<file path="src/rtl/mandel_sched_pkg.sv">
// mandel_sched_pkg: shared state type and frame constants
// for the two-engine mandelbrot pixel scheduler.
package mandel_sched_pkg;
  localparam int DEF_WIDTH  = 400;
  localparam int DEF_HEIGHT = 300;
  localparam int CTR_OUT_W  = 4;

  typedef enum logic {
    IDLE = 1'b0,
    RUN  = 1'b1
  } sched_state_t;
endpackage

</file>
<file path="src/rtl/mandel_pixel_scheduler_if.sv">
// mandel_pixel_scheduler_if: engine launch/result lanes and
// framebuffer write port between scheduler and datapath.
interface mandel_pixel_scheduler_if
  import mandel_sched_pkg::*;
#(
  parameter int WIDTH  = DEF_WIDTH,
  parameter int HEIGHT = DEF_HEIGHT
) ();
  localparam int XW = $clog2(WIDTH);
  localparam int YW = $clog2(HEIGHT);

  logic [1:0]           eng_run;
  logic [XW-1:0]        eng_x;
  logic [YW-1:0]        eng_y;
  logic [1:0]           eng_busy;
  logic [CTR_OUT_W-1:0] eng_ctr0;
  logic [CTR_OUT_W-1:0] eng_ctr1;
  logic                 fb_reset_ptr;
  logic                 fb_write;
  logic [CTR_OUT_W-1:0] fb_data;
  logic                 fb_wrote;

  modport master (
    output eng_run, eng_x, eng_y,
    output fb_reset_ptr, fb_write, fb_data,
    input  eng_busy, eng_ctr0, eng_ctr1,
    input  fb_wrote
  );

  modport slave (
    input  eng_run, eng_x, eng_y,
    input  fb_reset_ptr, fb_write, fb_data,
    output eng_busy, eng_ctr0, eng_ctr1,
    output fb_wrote
  );
endinterface

</file>
<file path="src/rtl/mandel_result_slot.sv">
// mandel_result_slot: per-engine inflight flag, busy falling
// edge detect and one-entry result buffer.
module mandel_result_slot
  import mandel_sched_pkg::*;
(
  input  logic                 clk,
  input  logic                 combined_rst_n,
  input  logic                 i_clr,
  input  logic                 i_launch,
  input  logic                 i_busy,
  input  logic [CTR_OUT_W-1:0] i_ctr,
  input  logic                 i_take,
  output logic                 o_inflight,
  output logic                 o_valid,
  output logic [CTR_OUT_W-1:0] o_value
);
  logic                 r_l_busy;
  logic                 r_inflight;
  logic                 r_valid;
  logic [CTR_OUT_W-1:0] r_value;
  logic                 w_done;

  assign w_done = r_l_busy & ~i_busy & r_inflight;

  always_ff @(posedge clk or negedge combined_rst_n) begin
    if (!combined_rst_n) begin
      r_l_busy   <= 1'b0;
      r_inflight <= 1'b0;
      r_valid    <= 1'b0;
      r_value    <= '0;
    end else if (i_clr) begin
      r_l_busy   <= 1'b0;
      r_inflight <= 1'b0;
      r_valid    <= 1'b0;
      r_value    <= '0;
    end else begin
      r_l_busy <= i_busy;
      if (i_launch)    r_inflight <= 1'b1;
      else if (w_done) r_inflight <= 1'b0;
      if (w_done) begin
        r_valid <= 1'b1;
        r_value <= i_ctr;
      end else if (i_take) begin
        r_valid <= 1'b0;
      end
    end
  end

  assign o_inflight = r_inflight;
  assign o_valid    = r_valid;
  assign o_value    = r_value;
endmodule

</file>
<file path="src/rtl/mandel_pixel_scheduler.sv">
// mandel_pixel_scheduler: round-robin pixel dispatch to two engines,
// in-order retire to framebuffer. Macro MANDEL_DUAL_ENGINE_EN.
module mandel_pixel_scheduler
  import mandel_sched_pkg::*;
#(
  parameter int WIDTH  = DEF_WIDTH,
  parameter int HEIGHT = DEF_HEIGHT
) (
  input  logic                            clk,
  input  logic                            combined_rst_n,
  input  logic                            start,
  mandel_pixel_scheduler_if.master        bus,
  output logic                            busy,
  output logic                            frame_done
);
  localparam int XW   = $clog2(WIDTH);
  localparam int YW   = $clog2(HEIGHT);
  localparam int NPIX = WIDTH * HEIGHT;
  localparam int CW   = $clog2(NPIX + 1);
`ifdef MANDEL_DUAL_ENGINE_EN
  localparam logic DUAL = 1'b1;
`else
  localparam logic DUAL = 1'b0;
`endif

  sched_state_t         r_state, w_state_nxt;
  logic [XW-1:0]        r_x, r_eng_x;
  logic [YW-1:0]        r_y, r_eng_y;
  logic                 r_all_disp;
  logic [CW-1:0]        r_retired;
  logic                 r_disp_ptr, r_ret_ptr, r_outst;
  logic [1:0]           r_eng_run;
  logic                 r_fb_reset_ptr, r_fb_write, r_frame_done;
  logic [CTR_OUT_W-1:0] r_fb_data;
  logic                 w_go, w_disp, w_ret, w_ack, w_last;
  logic [1:0]           w_launch, w_take, w_inflight, w_valid;
  logic [CTR_OUT_W-1:0] w_val [2];

  mandel_result_slot u_slot0 (
    .clk, .combined_rst_n,
    .i_clr(w_go), .i_launch(w_launch[0]),
    .i_busy(bus.eng_busy[0]), .i_ctr(bus.eng_ctr0),
    .i_take(w_take[0]), .o_inflight(w_inflight[0]),
    .o_valid(w_valid[0]), .o_value(w_val[0])
  );

  mandel_result_slot u_slot1 (
    .clk, .combined_rst_n,
    .i_clr(w_go), .i_launch(w_launch[1]),
    .i_busy(bus.eng_busy[1]), .i_ctr(bus.eng_ctr1),
    .i_take(w_take[1]), .o_inflight(w_inflight[1]),
    .o_valid(w_valid[1]), .o_value(w_val[1])
  );

  always_ff @(posedge clk or negedge combined_rst_n) begin
    if (!combined_rst_n) r_state <= IDLE;
    else                 r_state <= w_state_nxt;
  end

  always_comb begin
    w_state_nxt = r_state;
    w_go     = 1'b0;
    w_disp   = 1'b0;
    w_ret    = 1'b0;
    w_ack    = 1'b0;
    w_last   = 1'b0;
    w_launch = '0;
    w_take   = '0;
    unique case (r_state)
      IDLE: begin
        if (start) begin
          w_go        = 1'b1;
          w_state_nxt = RUN;
        end
      end
      RUN: begin
        w_disp = !r_all_disp && !w_inflight[r_disp_ptr]
                 && !w_valid[r_disp_ptr];
        w_ret  = w_valid[r_ret_ptr] && !r_outst;
        w_ack  = r_outst && bus.fb_wrote;
        w_last = w_ack && (r_retired == CW'(NPIX - 1));
        if (w_last) w_state_nxt = IDLE;
      end
      default: w_state_nxt = IDLE;
    endcase
    w_launch[r_disp_ptr] = w_disp;
    w_take[r_ret_ptr]    = w_ack;
  end

  // pointers only toggle in dual mode, so both stay at engine 0 otherwise
  always_ff @(posedge clk or negedge combined_rst_n) begin
    if (!combined_rst_n) begin
      r_x            <= '0;
      r_y            <= '0;
      r_all_disp     <= 1'b0;
      r_retired      <= '0;
      r_disp_ptr     <= 1'b0;
      r_ret_ptr      <= 1'b0;
      r_outst        <= 1'b0;
      r_eng_run      <= '0;
      r_eng_x        <= '0;
      r_eng_y        <= '0;
      r_fb_reset_ptr <= 1'b0;
      r_fb_write     <= 1'b0;
      r_fb_data      <= '0;
      r_frame_done   <= 1'b0;
    end else begin
      r_fb_reset_ptr <= w_go;
      r_eng_run      <= w_launch;
      r_fb_write     <= w_ret;
      r_frame_done   <= w_last;
      if (w_go) begin
        r_x        <= '0;
        r_y        <= '0;
        r_all_disp <= 1'b0;
        r_retired  <= '0;
        r_disp_ptr <= 1'b0;
        r_ret_ptr  <= 1'b0;
        r_outst    <= 1'b0;
      end else begin
        if (w_disp) begin
          r_eng_x    <= r_x;
          r_eng_y    <= r_y;
          r_disp_ptr <= DUAL & ~r_disp_ptr;
          if (r_x == XW'(WIDTH - 1)) begin
            r_x <= '0;
            if (r_y == YW'(HEIGHT - 1)) r_all_disp <= 1'b1;
            else                        r_y <= r_y + 1'b1;
          end else begin
            r_x <= r_x + 1'b1;
          end
        end
        if (w_ret) begin
          r_fb_data <= w_val[r_ret_ptr];
          r_outst   <= 1'b1;
        end
        if (w_ack) begin
          r_outst   <= 1'b0;
          r_ret_ptr <= DUAL & ~r_ret_ptr;
          r_retired <= r_retired + 1'b1;
        end
      end
    end
  end

  assign bus.eng_run      = r_eng_run;
  assign bus.eng_x        = r_eng_x;
  assign bus.eng_y        = r_eng_y;
  assign bus.fb_reset_ptr = r_fb_reset_ptr;
  assign bus.fb_write     = r_fb_write;
  assign bus.fb_data      = r_fb_data;
  assign busy             = (r_state == RUN);
  assign frame_done       = r_frame_done;
endmodule

</file>
<file path="src/flat_wrapper.sv">
// flat-port wrapper written by rule: the top's interface ports become plain ports
module mandel_pixel_scheduler_flat import mandel_sched_pkg::*;
#(
  parameter int WIDTH  = DEF_WIDTH,
  parameter int HEIGHT = DEF_HEIGHT
)
  (clk, combined_rst_n, start, busy, frame_done, bus_eng_run, bus_eng_x, bus_eng_y, bus_fb_reset_ptr, bus_fb_write, bus_fb_data, bus_eng_busy, bus_eng_ctr0, bus_eng_ctr1, bus_fb_wrote);
  mandel_pixel_scheduler_if #(.WIDTH(WIDTH), .HEIGHT(HEIGHT)) bus_i ();
  input  logic clk;
  input  logic combined_rst_n;
  input  logic start;
  output logic busy;
  output logic frame_done;
  output wire logic [$bits(bus_i.eng_run)-1:0] bus_eng_run;
  output wire logic [$bits(bus_i.eng_x)-1:0] bus_eng_x;
  output wire logic [$bits(bus_i.eng_y)-1:0] bus_eng_y;
  output wire logic [$bits(bus_i.fb_reset_ptr)-1:0] bus_fb_reset_ptr;
  output wire logic [$bits(bus_i.fb_write)-1:0] bus_fb_write;
  output wire logic [$bits(bus_i.fb_data)-1:0] bus_fb_data;
  input wire logic [$bits(bus_i.eng_busy)-1:0] bus_eng_busy;
  input wire logic [$bits(bus_i.eng_ctr0)-1:0] bus_eng_ctr0;
  input wire logic [$bits(bus_i.eng_ctr1)-1:0] bus_eng_ctr1;
  input wire logic [$bits(bus_i.fb_wrote)-1:0] bus_fb_wrote;
  assign bus_eng_run = bus_i.eng_run;
  assign bus_eng_x = bus_i.eng_x;
  assign bus_eng_y = bus_i.eng_y;
  assign bus_fb_reset_ptr = bus_i.fb_reset_ptr;
  assign bus_fb_write = bus_i.fb_write;
  assign bus_fb_data = bus_i.fb_data;
  assign bus_i.eng_busy = bus_eng_busy;
  assign bus_i.eng_ctr0 = bus_eng_ctr0;
  assign bus_i.eng_ctr1 = bus_eng_ctr1;
  assign bus_i.fb_wrote = bus_fb_wrote;
  mandel_pixel_scheduler #(.WIDTH(WIDTH), .HEIGHT(HEIGHT)) u_core (.clk(clk), .combined_rst_n(combined_rst_n), .start(start), .bus(bus_i), .busy(busy), .frame_done(frame_done));
endmodule
</file>
<file path="config.mk">
export PLATFORM = sky130hd
export DESIGN_NAME = mandel_pixel_scheduler_flat
export DESIGN_NICKNAME = d
export VERILOG_FILES = /design/src/rtl/mandel_sched_pkg.sv /design/src/rtl/mandel_pixel_scheduler_if.sv /design/src/rtl/mandel_result_slot.sv /design/src/rtl/mandel_pixel_scheduler.sv /design/src/flat_wrapper.sv
export SDC_FILE = /design/constraint.sdc
export NUM_CORES = 1
export LEC_CHECK = 0
export ABC_AREA = 1
export BUFFER_PORTS_ARGS = -buffer_cell sky130_fd_sc_hd__buf_2
export CORE_UTILIZATION = 40
export DETAILED_ROUTE_END_ITERATION = 7
export GPL_ROUTABILITY_DRIVEN = 0
export GPL_TIMING_DRIVEN = 0
export SLEW_MARGIN = 20
export SYNTH_ARGS = -nofsm -noshare
export SYNTH_HDL_FRONTEND = slang
export SYNTH_SLANG_ARGS = --single-unit
</file>
<file path="constraint.sdc">
create_clock -name clk -period 2.3 [get_ports clk]
set_input_delay 0.23 -clock clk [delete_from_list [all_inputs] [get_ports clk]]
set_output_delay 0.23 -clock clk [all_outputs]
set_load 0.005 [all_outputs]
</file>
==> summary.txt <==
Outcome
  • Status: completed

Critical path
  • CP Capture Type: flip-flop
  • Critical R2R Launch: u_core.r_retired[1]
  • Critical Path AT: 1860 ps
  • Crit Path Class: reg -> reg
  • CP Data Required Time: 2530 ps
  • Reg2reg setup slack: 670 ps
  • Origin of the worst setup path: u_core.r_retired[1]
  • Reg2reg path depth: 6
  • RR Endpoint: u_core.r_retired[14]
  • Crit-path max FO: 4
  • Startpoint types: flip-flop

Timing
  • Final TNS setup: 0 ps
  • Final Max Slew Viols: 0
  • Post-route clock period utilization: 0.709
  • Worst Slack Setup Final: 670 ps
  • F_max: 613 MHz
  • Rel. slew slack: 0.645
  • Worst Tran Pin Value: 533 ps
  • Final setup fails: 0
  • Worst slack on hold paths: 121 ps
  • RSZ-0062 raised after global routing: no
  • Clk_skew: 5.34 ps
  • Hold Vio Cnt, Final: 0
  • Final Critical Period: 1630 ps

Synth
  • Sequential area share after synthesis: 0.524
  • FFs w/ async S/R, synth: 1.00
  • Synthesis Warnings: 0
  • Top post-synthesis cells by area: dfrtp_1 (52%), nand2_1 (16%), inv_1 (5.5%)
  • Post-synth top flop: dfrtp_1
  • Syn_nets: 449
  • Top cell type's share of synthesized area: 0.524
  • Synth unique cells: 28
  • EDFF count, synth: 0
  • Synth Cell Area: 3390 um^2
  • Syn_area_per_cell: 7.84 um^2
  • Synth area leader: dfrtp_1
  • Seq cells post-synth: 71
  • Cell count after synthesis: 432

Global routing
  • Vias in the first global route: 2698
  • Total gr overflow: 0
  • First-pass GRT wire length: 12.5 mm
  • Total track usage: 0.184
  • Pin count of the biggest net entering global routing: 39
  • Initial antenna violation count: 0

Final layout
  • # diodes: 0
  • Area Overhead vs Synth: 17.0%
  • Final #Nets: 497
  • Share of cells above drive strength 1: 0.142
  • Finished Core Util: 0.482
  • Fin cells: 590

Worst hold path
  • Hold path startpoint: bus_eng_busy[0]
  • Hold endpoint: u_core.u_slot0.r_l_busy
  • Hold crit path type: in -> reg
  • WHS Path Cells: 3

Routing
  • DRT iter0 DRCs: 81
  • Vias/cell: 4.80
  • Vias: 2831
  • Routed wire length: 7.21 mm
  • Avg WL per Cell: 12.2 um
  • Number of remaining DRC errors: 0
  • Post-route ant nets: 0
  • Drt pass-1 iters: 4

Job
  • Max-Cap Viols: 0

Power and ir drop
  • Sw Ratio: 0.318
  • Int Power: 0.00258 W
  • Psw: 0.00120 W
  • Worst VDD drop: 0.602 mV
  • Comb power frac: 0.235
  • Seq pwr share: 0.451
  • Clock share of power: 0.314
  • Pwr/cell area: 955 nW/um^2
  • P_leak: 2.10 nW

Floorplanning
  • Die Y: 94.0 um
  • Initial Util: 0.412
  • IO Count: 42
  • Die ar.: 8840 um^2
  • Area of the core: 8220 um^2
  • Die width: 94.0 um
  • Rows: 33

CTS
  • Clk_lat worst skew: 340 ps
  • # H-tree levels: 3
  • Setup bufs post-CTS: 0
  • Clock tree root buffer cell: clkbuf_8
  • Worst-path clk slew: 70 ps
  • Clock buffer depth: 2
  • Clock Sinks: 71
  • Cts bufs inserted: 9
  • Hold buffers post-CTS: 1
  • Post-CTS Resized: 0
  • CTS tree: done

Placement
  • Detailed Place HPWL: 5.19 mm
  • Placed Cells: 573
  • Setup WS pre-CTS: 676 ps
  • PortBufs: 35
## worst max path at each step
stage	end	slack (ps)	cells past startpoint
floorplan	u_core.r_retired[14]	970	6
global placement	u_core.r_y[7]	560	1
detailed placement	u_core.r_retired[14]	680	6
CTS	u_core.r_retired[14]	660	6
global route	u_core.r_retired[14]	550	6
finish	u_core.r_retired[14]	670	6
## cells by family (layout without fill, tap and decap cells)
logic type,Yosys count,after routing,share of synthesized area
flops,71,71,0.524
simple gates,238,238,0.296
fa+ha+maj,3,3,0.0111
other cells,1,1,0.00111
xor+xnor,3,3,0.00776
compound gates,53,53,0.0809
buf+inv,63,116,0.0790
## power groups by stage
stage | combinational (W) | sequential, W | clock [W]
finish | 0.000889 | 0.00171 | 0.00119
detailed placement | 0.000904 | 0.00173 | 0
CTS | 0.000914 | 0.00171 | 0.00122
global placement | 0.000889 | 0.00172 | 0
floorplan | 0.000577 | 0.00171 | 0
global route | 0.00103 | 0.00174 | 0.00127
## synth_stat cells, drive strengths merged, types with 2 or more instances
library cell and number:
nand3 29, inv 53, dfrtp 71, o22ai 2, xor2 2, nor2 52
ha 3, nand4 6, buf 6, a21oi 14, o21ai 36, clkbuf 4
nor3 6, nand2 143
## cells in the final DEF (no fill, tap or decap), drive strengths merged, types with 2 or more instances in the layout
cell type and instances:
dfrtp 71, o22ai 2, ha 3, clkinv 3
xor2 2, nor3 6, nand2 143, nand3 29
inv 53, clkbuf 14, bufinv 3, nand4 6
o21ai 36, nor2 52, a21oi 14, buf 42
## sequential cells by signal (all words and copies together), names as in the netlist, 4 cells and up
signal                  count
u_core.r_x                  9
u_core.r_retired           17
u_core.bus.fb_data          4
u_core.bus.eng_y            9
u_core.r_y                  9
u_core.bus.eng_x            9
u_core.u_slot0.o_value      4
## through the flow
stage,total power (W),area (um^2)
4_1_cts,0.00384,3960
5_1_grt,0.00405,3960
3_3_place_gp,0.00261,3690
2_1_floorplan,0.00228,3390
3_5_place_dp,0.00263,3720
6_report,0.00379,3960
## worst max-delay path: stages (launching register included)
cell and delay (ps):
dfrtp_1 400, ha_1 210, nand3_1 130, nor3_1 320, nand2_1 190, o21ai_0 190
nand2_1 60
## layer usage
metal,part of all wire,up-vias,global-route usage,routed length (um)
li1,-,1449,-,-
met1,0.48,1325,0.242,3450
met2,0.47,45,0.298,3410
met3,0.030,12,0.0332,217
met4,0.018,0,0.0756,129
met5,0,-,0,0
## area by class of cell
type	instances	area, um^2
repair buffers	37	208
inverters	53	199
well taps	105	131
fillers	806	4250
clock buffers	10	128
plain buffers	10	68.8
clock inverters	6	109
flip-flops and latches	71	1780
multi-input cells	298	1340
(Power assumes the default switching activity.)
